[config.mk]
export PLATFORM = sky130hd
export DESIGN_NAME = serial_add_ctrl
export DESIGN_NICKNAME = d
export VERILOG_FILES = /design/src/rtl/serial_add_pkg.sv /design/src/rtl/fulladder.sv /design/src/rtl/serial_add_ctrl.sv
export SDC_FILE = /design/constraint.sdc
export NUM_CORES = 1
export LEC_CHECK = 0
export BUFFER_PORTS_ARGS = -buffer_cell sky130_fd_sc_hd__buf_2
export CORE_MARGIN = 4
export CORE_UTILIZATION = 31
export CTS_BUF_LIST = sky130_fd_sc_hd__clkbuf_16
export CTS_CLUSTER_DIAMETER = 60
export CTS_CLUSTER_SIZE = 25
export DETAILED_ROUTE_END_ITERATION = 8
export GPL_TIMING_DRIVEN = 0
export PLACE_DENSITY_LB_ADDON = 0.3
export SYNTH_ARGS = -nofsm -noshare
export SYNTH_HDL_FRONTEND = slang
export SYNTH_SLANG_ARGS = --single-unit
[constraint.sdc]
create_clock -name clk -period 2.91 [get_ports clk]
set_input_delay 0.582 -clock clk [delete_from_list [all_inputs] [get_ports clk]]
set_output_delay 0.582 -clock clk [all_outputs]
set_load 0.1 [all_outputs]
[src/rtl/serial_add_pkg.sv]
// Shared types and constants for the bit-serial adder controller.
// The optional subtract mode is enabled by defining SERIAL_ADD_SUB_EN.
package serial_add_pkg;

  localparam int WIDTH_DEFAULT = 8;

  typedef enum logic [1:0] {
    IDLE = 2'd0,
    RUN  = 2'd1,
    DONE = 2'd2
  } state_t;

endpackage

[src/rtl/fulladder.sv]
// One-bit full adder, the only arithmetic element used by serial_add_ctrl.
module fulladder (
  input  logic a,
  input  logic b,
  input  logic cin,
  output logic s,
  output logic cout
);

  assign s    = a ^ b ^ cin;
  assign cout = (a & b) | (a & cin) | (b & cin);

endmodule

[src/rtl/serial_add_ctrl.sv]
// Bit-serial adder (LSB first) with valid/ready handshakes on both sides.
// Defining SERIAL_ADD_SUB_EN adds a 'sub' input that selects a - b.
module serial_add_ctrl
  import serial_add_pkg::*;
#(
  parameter int WIDTH = WIDTH_DEFAULT
) (
  input  logic             clk,
  input  logic             rst_n,
  input  logic             in_valid,
  output logic             in_ready,
  input  logic [WIDTH-1:0] a,
  input  logic [WIDTH-1:0] b,
  input  logic             cin,
`ifdef SERIAL_ADD_SUB_EN
  input  logic             sub,
`endif
  output logic             out_valid,
  input  logic             out_ready,
  output logic [WIDTH-1:0] sum,
  output logic             cout
);

  localparam int CW = (WIDTH > 1) ? $clog2(WIDTH) : 1;
  localparam logic [CW-1:0] LAST_BIT = CW'(WIDTH - 1);

  state_t           state_q, state_d;
  logic [WIDTH-1:0] a_sh_q, a_sh_d;
  logic [WIDTH-1:0] b_sh_q, b_sh_d;
  logic [WIDTH-1:0] sum_sh_q, sum_sh_d;
  logic             carry_q, carry_d;
  logic [CW-1:0]    cnt_q, cnt_d;
  logic             fa_s;
  logic             fa_cout;

  fulladder u_fa (
    .a    (a_sh_q[0]),
    .b    (b_sh_q[0]),
    .cin  (carry_q),
    .s    (fa_s),
    .cout (fa_cout)
  );

  // Next-state and datapath update logic
  always_comb begin
    state_d  = state_q;
    a_sh_d   = a_sh_q;
    b_sh_d   = b_sh_q;
    sum_sh_d = sum_sh_q;
    carry_d  = carry_q;
    cnt_d    = cnt_q;
    case (state_q)
      IDLE: begin
        if (in_valid) begin
          a_sh_d  = a;
          b_sh_d  = b;
          carry_d = cin;
          cnt_d   = '0;
          state_d = RUN;
`ifdef SERIAL_ADD_SUB_EN
          // Two's-complement subtract: invert b and force carry-in high.
          if (sub) begin
            b_sh_d  = ~b;
            carry_d = 1'b1;
          end else begin
            b_sh_d  = b;
            carry_d = cin;
          end
`endif
        end else begin
          state_d = IDLE;
        end
      end
      RUN: begin
        sum_sh_d = {fa_s, sum_sh_q[WIDTH-1:1]};
        carry_d  = fa_cout;
        a_sh_d   = a_sh_q >> 1;
        b_sh_d   = b_sh_q >> 1;
        // Counter parks on the last index rather than wrapping.
        if (cnt_q == LAST_BIT) begin
          state_d = DONE;
        end else begin
          cnt_d   = cnt_q + CW'(1);
        end
      end
      DONE: begin
        if (out_ready) begin
          state_d = IDLE;
        end else begin
          state_d = DONE;
        end
      end
      default: begin
        state_d = IDLE;
      end
    endcase
  end

  // State and datapath registers with synchronous active-low reset
  always_ff @(posedge clk) begin
    if (!rst_n) begin
      state_q  <= IDLE;
      a_sh_q   <= '0;
      b_sh_q   <= '0;
      sum_sh_q <= '0;
      carry_q  <= 1'b0;
      cnt_q    <= '0;
    end else begin
      state_q  <= state_d;
      a_sh_q   <= a_sh_d;
      b_sh_q   <= b_sh_d;
      sum_sh_q <= sum_sh_d;
      carry_q  <= carry_d;
      cnt_q    <= cnt_d;
    end
  end

  assign in_ready  = (state_q == IDLE);
  assign out_valid = (state_q == DONE);
  assign sum       = sum_sh_q;
  assign cout      = carry_q;

endmodule

==> flow_summary.json <==
{
  "dpl_cell_area_um2": 1620,
  "clock_path_buffers": 2,
  "drtAntennaViolNets": 0,
  "cp.required_ps": 2330,
  "initial_core_util": 0.322,
  "yosysSeqAreaShare": 0.428,
  "cp_slowest_stage_delay_ps": 460,
  "p_per_area_nw_per_um2": 620,
  "swShare": 0.255,
  "yosys_most_used_dff": "dfxtp_1",
  "path_buf_inv": 2,
  "dp.final_hpwl_mm": 2.07,
  "p_sw_mw": 0.277,
  "power_frac_comb": 0.143,
  "vias": 1097,
  "drive_above_1_share": 0.263,
  "power_frac_clock": 0.442,
  "overflow": 0,
  "most-common-layout-cells": "nand2_1 (35), buf_2 (32), dfxtp_1 (30), mux2i_1 (15), o211a_1 (15)",
  "maxCapViolCount": 0,
  "postLayoutSetupSlackWorst_ps": 990,
  "grt_pass1_wl_mm": 5.05,
  "clock_skew_ps": 3.30,
  "synth_top_family_by_area": "compound AO/OA/AOI/OAI gates",
  "clockRootBuffer": "clkbuf_16",
  "synth-compound-area-share": 0.219,
  "cp_cell_sequence": "buf_4 > nor2_1 > buf_2",
  "final_max_slew_viol_count": 0,
  "routed_wl_mm": 2.95,
  "cts_tree": "yes",
  "yosysWarnings": 0,
  "cts_setup_buffers": 0,
  "die_h_um": 75.3,
  "r2r_end": "cnt_q[1]",
  "clk_pin_slew_ps": 50,
  "start_kind": "flip-flop",
  "postSynth.asyncResetShare": 0,
  "routabilityCongestion": 0.733,
  "cp-end-kind": "primary output",
  "slew_headroom": 0.678,
  "path_delay_family": "buffers and inverters",
  "synthSimpleGateAreaFrac": 0.143,
  "dp_slack_ps": 1270,
  "synth-edff-count": 0,
  "cp-endpoint": "in_ready",
  "finalSetupTns_ps": 0,
  "synth_cells": 141,
  "grt_max_degree": 11,
  "core_area_um2": 4350,
  "synth_xor_xnor_area_share": 0,
  "cts_sinks": 30,
  "pin_count": 32,
  "clk_latency_ps": 270,
  "fmax_mhz": 521,
  "fillers": 456,
  "dieArea_um2": 5660,
  "final_common_cell": "nand2_1",
  "r2r_slack_ps": 1580,
  "port_buffers": 30,
  "dieWidth_um": 75.3,
  "drc": 0,
  "synth_fp_nets": 165,
  "syn_area_um2": 1400,
  "grt_usage": 0.121,
  "rows": 24,
  "tightest_slew_ps": 487,
  "worst-path-stages": 3,
  "seqPwrFrac": 0.415,
  "synthAdderAreaFrac": 0.0321,
  "p_int_mw": 0.811,
  "path_class": "reg -> out",
  "drt_pass1_iterations": 4,
  "leakage_nw": 0.889,
  "grt_pass1_vias": 1143,
  "reg2reg_depth": 5,
  "ys_ff_latch": 30,
  "outcome": "finished, final reports clean",
  "grt_antenna_before_repair": 0,
  "area_growth_pct": 25.2,
  "cp-startpoint": "state_q[1]",
  "hold_path.class": "reg -> reg",
  "synth_area_per_cell_um2": 9.95,
  "drt-wirelength-per-cell_um": 12.8,
  "hold_buffers": 0,
  "layout.nets": 202,
  "synthMuxAreaShare": 0.107,
  "critPathSlowestCell": "buf_2",
  "arrival_ps": 1340,
  "min_period_ps": 1920,
  "critPathMaxFanout": 9,
  "num_antenna_cells": 0,
  "fin_crit_sh": 0.660,
  "htree_levels": 2,
  "synth_cell_types": 26,
  "cts_buffers": 5,
  "peakVddDrop_mv": 0.249,
  "r2r_start": "cnt_q[0]",
  "finalHoldViolCount": 0,
  "drtIter0Drc": 28,
  "setup_viol": 0,
  "final_area_um2": 1760,
  "cts-resized-gates": 0,
  "vias_per_cell": 4.75,
  "grt_setup_unrepaired": "no"
}
[per-stage QoR]
stage | total power, mW | cells | hold WS, ps | util
after floorplan | 0.578 | 141 | 448 | -
after global routing | 1.14 | 231 | 485 | 0.403
after global placement | 0.616 | 223 | 440 | 0.372
final | 1.09 | 231 | 447 | 0.403
after detailed placement | 0.617 | 223 | 444 | 0.372
after CTS | 1.10 | 231 | 450 | 0.403
[worst reg2reg max path: cells and delay by family (launching register included)]
| family | cells | cell delay (ps) |
|---|---|---|
| DFF | 1 | 330 |
| AOI/OAI and AO/OA | 2 | 250 |
| adders and majority gates | 2 | 440 |
| and+or+nand+nor | 1 | 180 |
[Yosys cell counts, drive strengths merged, types with 2 or more instances]
master | n | area share
nor2 | 2 | 0.0054
clkbuf | 3 | 0.0080
nor2b | 4 | 0.018
nand2 | 35 | 0.094
a21boi | 11 | 0.059
ha | 2 | 0.018
and2 | 2 | 0.011
a32oi | 4 | 0.025
dfxtp | 30 | 0.43
o211a | 15 | 0.11
mux2i | 15 | 0.11
buf | 9 | 0.061
[kinds of logic after synthesis]
group	count (synthesis)
AOI/OAI and AO/OA	34
muxes	15
buffers and inverters	13
adders and majority gates	3
DFF	30
and+or+nand+nor	46
[how the worst min path moves through the flow]
stage | cells after the start | to | from
final | 2 | sum[0] | sum[0]
after global routing | 2 | sum[0] | sum[0]
after CTS | 2 | sum[0] | sum[0]
after detailed placement | 2 | sum[0] | sum[0]
after global placement | 2 | sum[0] | sum[0]
after floorplan | 2 | cnt_q[2] | cnt_q[2]
[state kept, by name (all words and copies together), names as in the netlist]
register  cells
sum           8
cnt_q         3
cout          1
state_q       2
a_sh_q        8
b_sh_q        8
[power by group through the flow]
stage	clock, mW	combinational, mW	sequential (mW)
after global routing	0.510	0.173	0.454
after floorplan	0	0.0980	0.480
after detailed placement	0	0.157	0.460
after global placement	0	0.157	0.459
after CTS	0.495	0.158	0.452
final	0.480	0.155	0.452
[cell type report]
cell class | instances | area (µm²) | area share
timing repair buffer | 30 | 150 | 0.0855
clock inverter | 3 | 12.5 | 0.00713
sequential | 30 | 601 | 0.342
clock buffer | 5 | 125 | 0.0713
buffer | 12 | 96.3 | 0.0549
multi-input combinational | 98 | 702 | 0.400
inverter | 1 | 3.75 | 0.00214
tap | 52 | 65.1 | 0.0371
[metal layers]
| metal | share of wire | track usage |
|---|---|---|
| met1 | 0.47 | 0.148 |
| met2 | 0.44 | 0.184 |
| met3 | 0.061 | 0.0401 |
| met4 | 0.021 | 0.0699 |
| met5 | 0 | 0 |
Note: power is estimated with default switching activity, not from simulation.
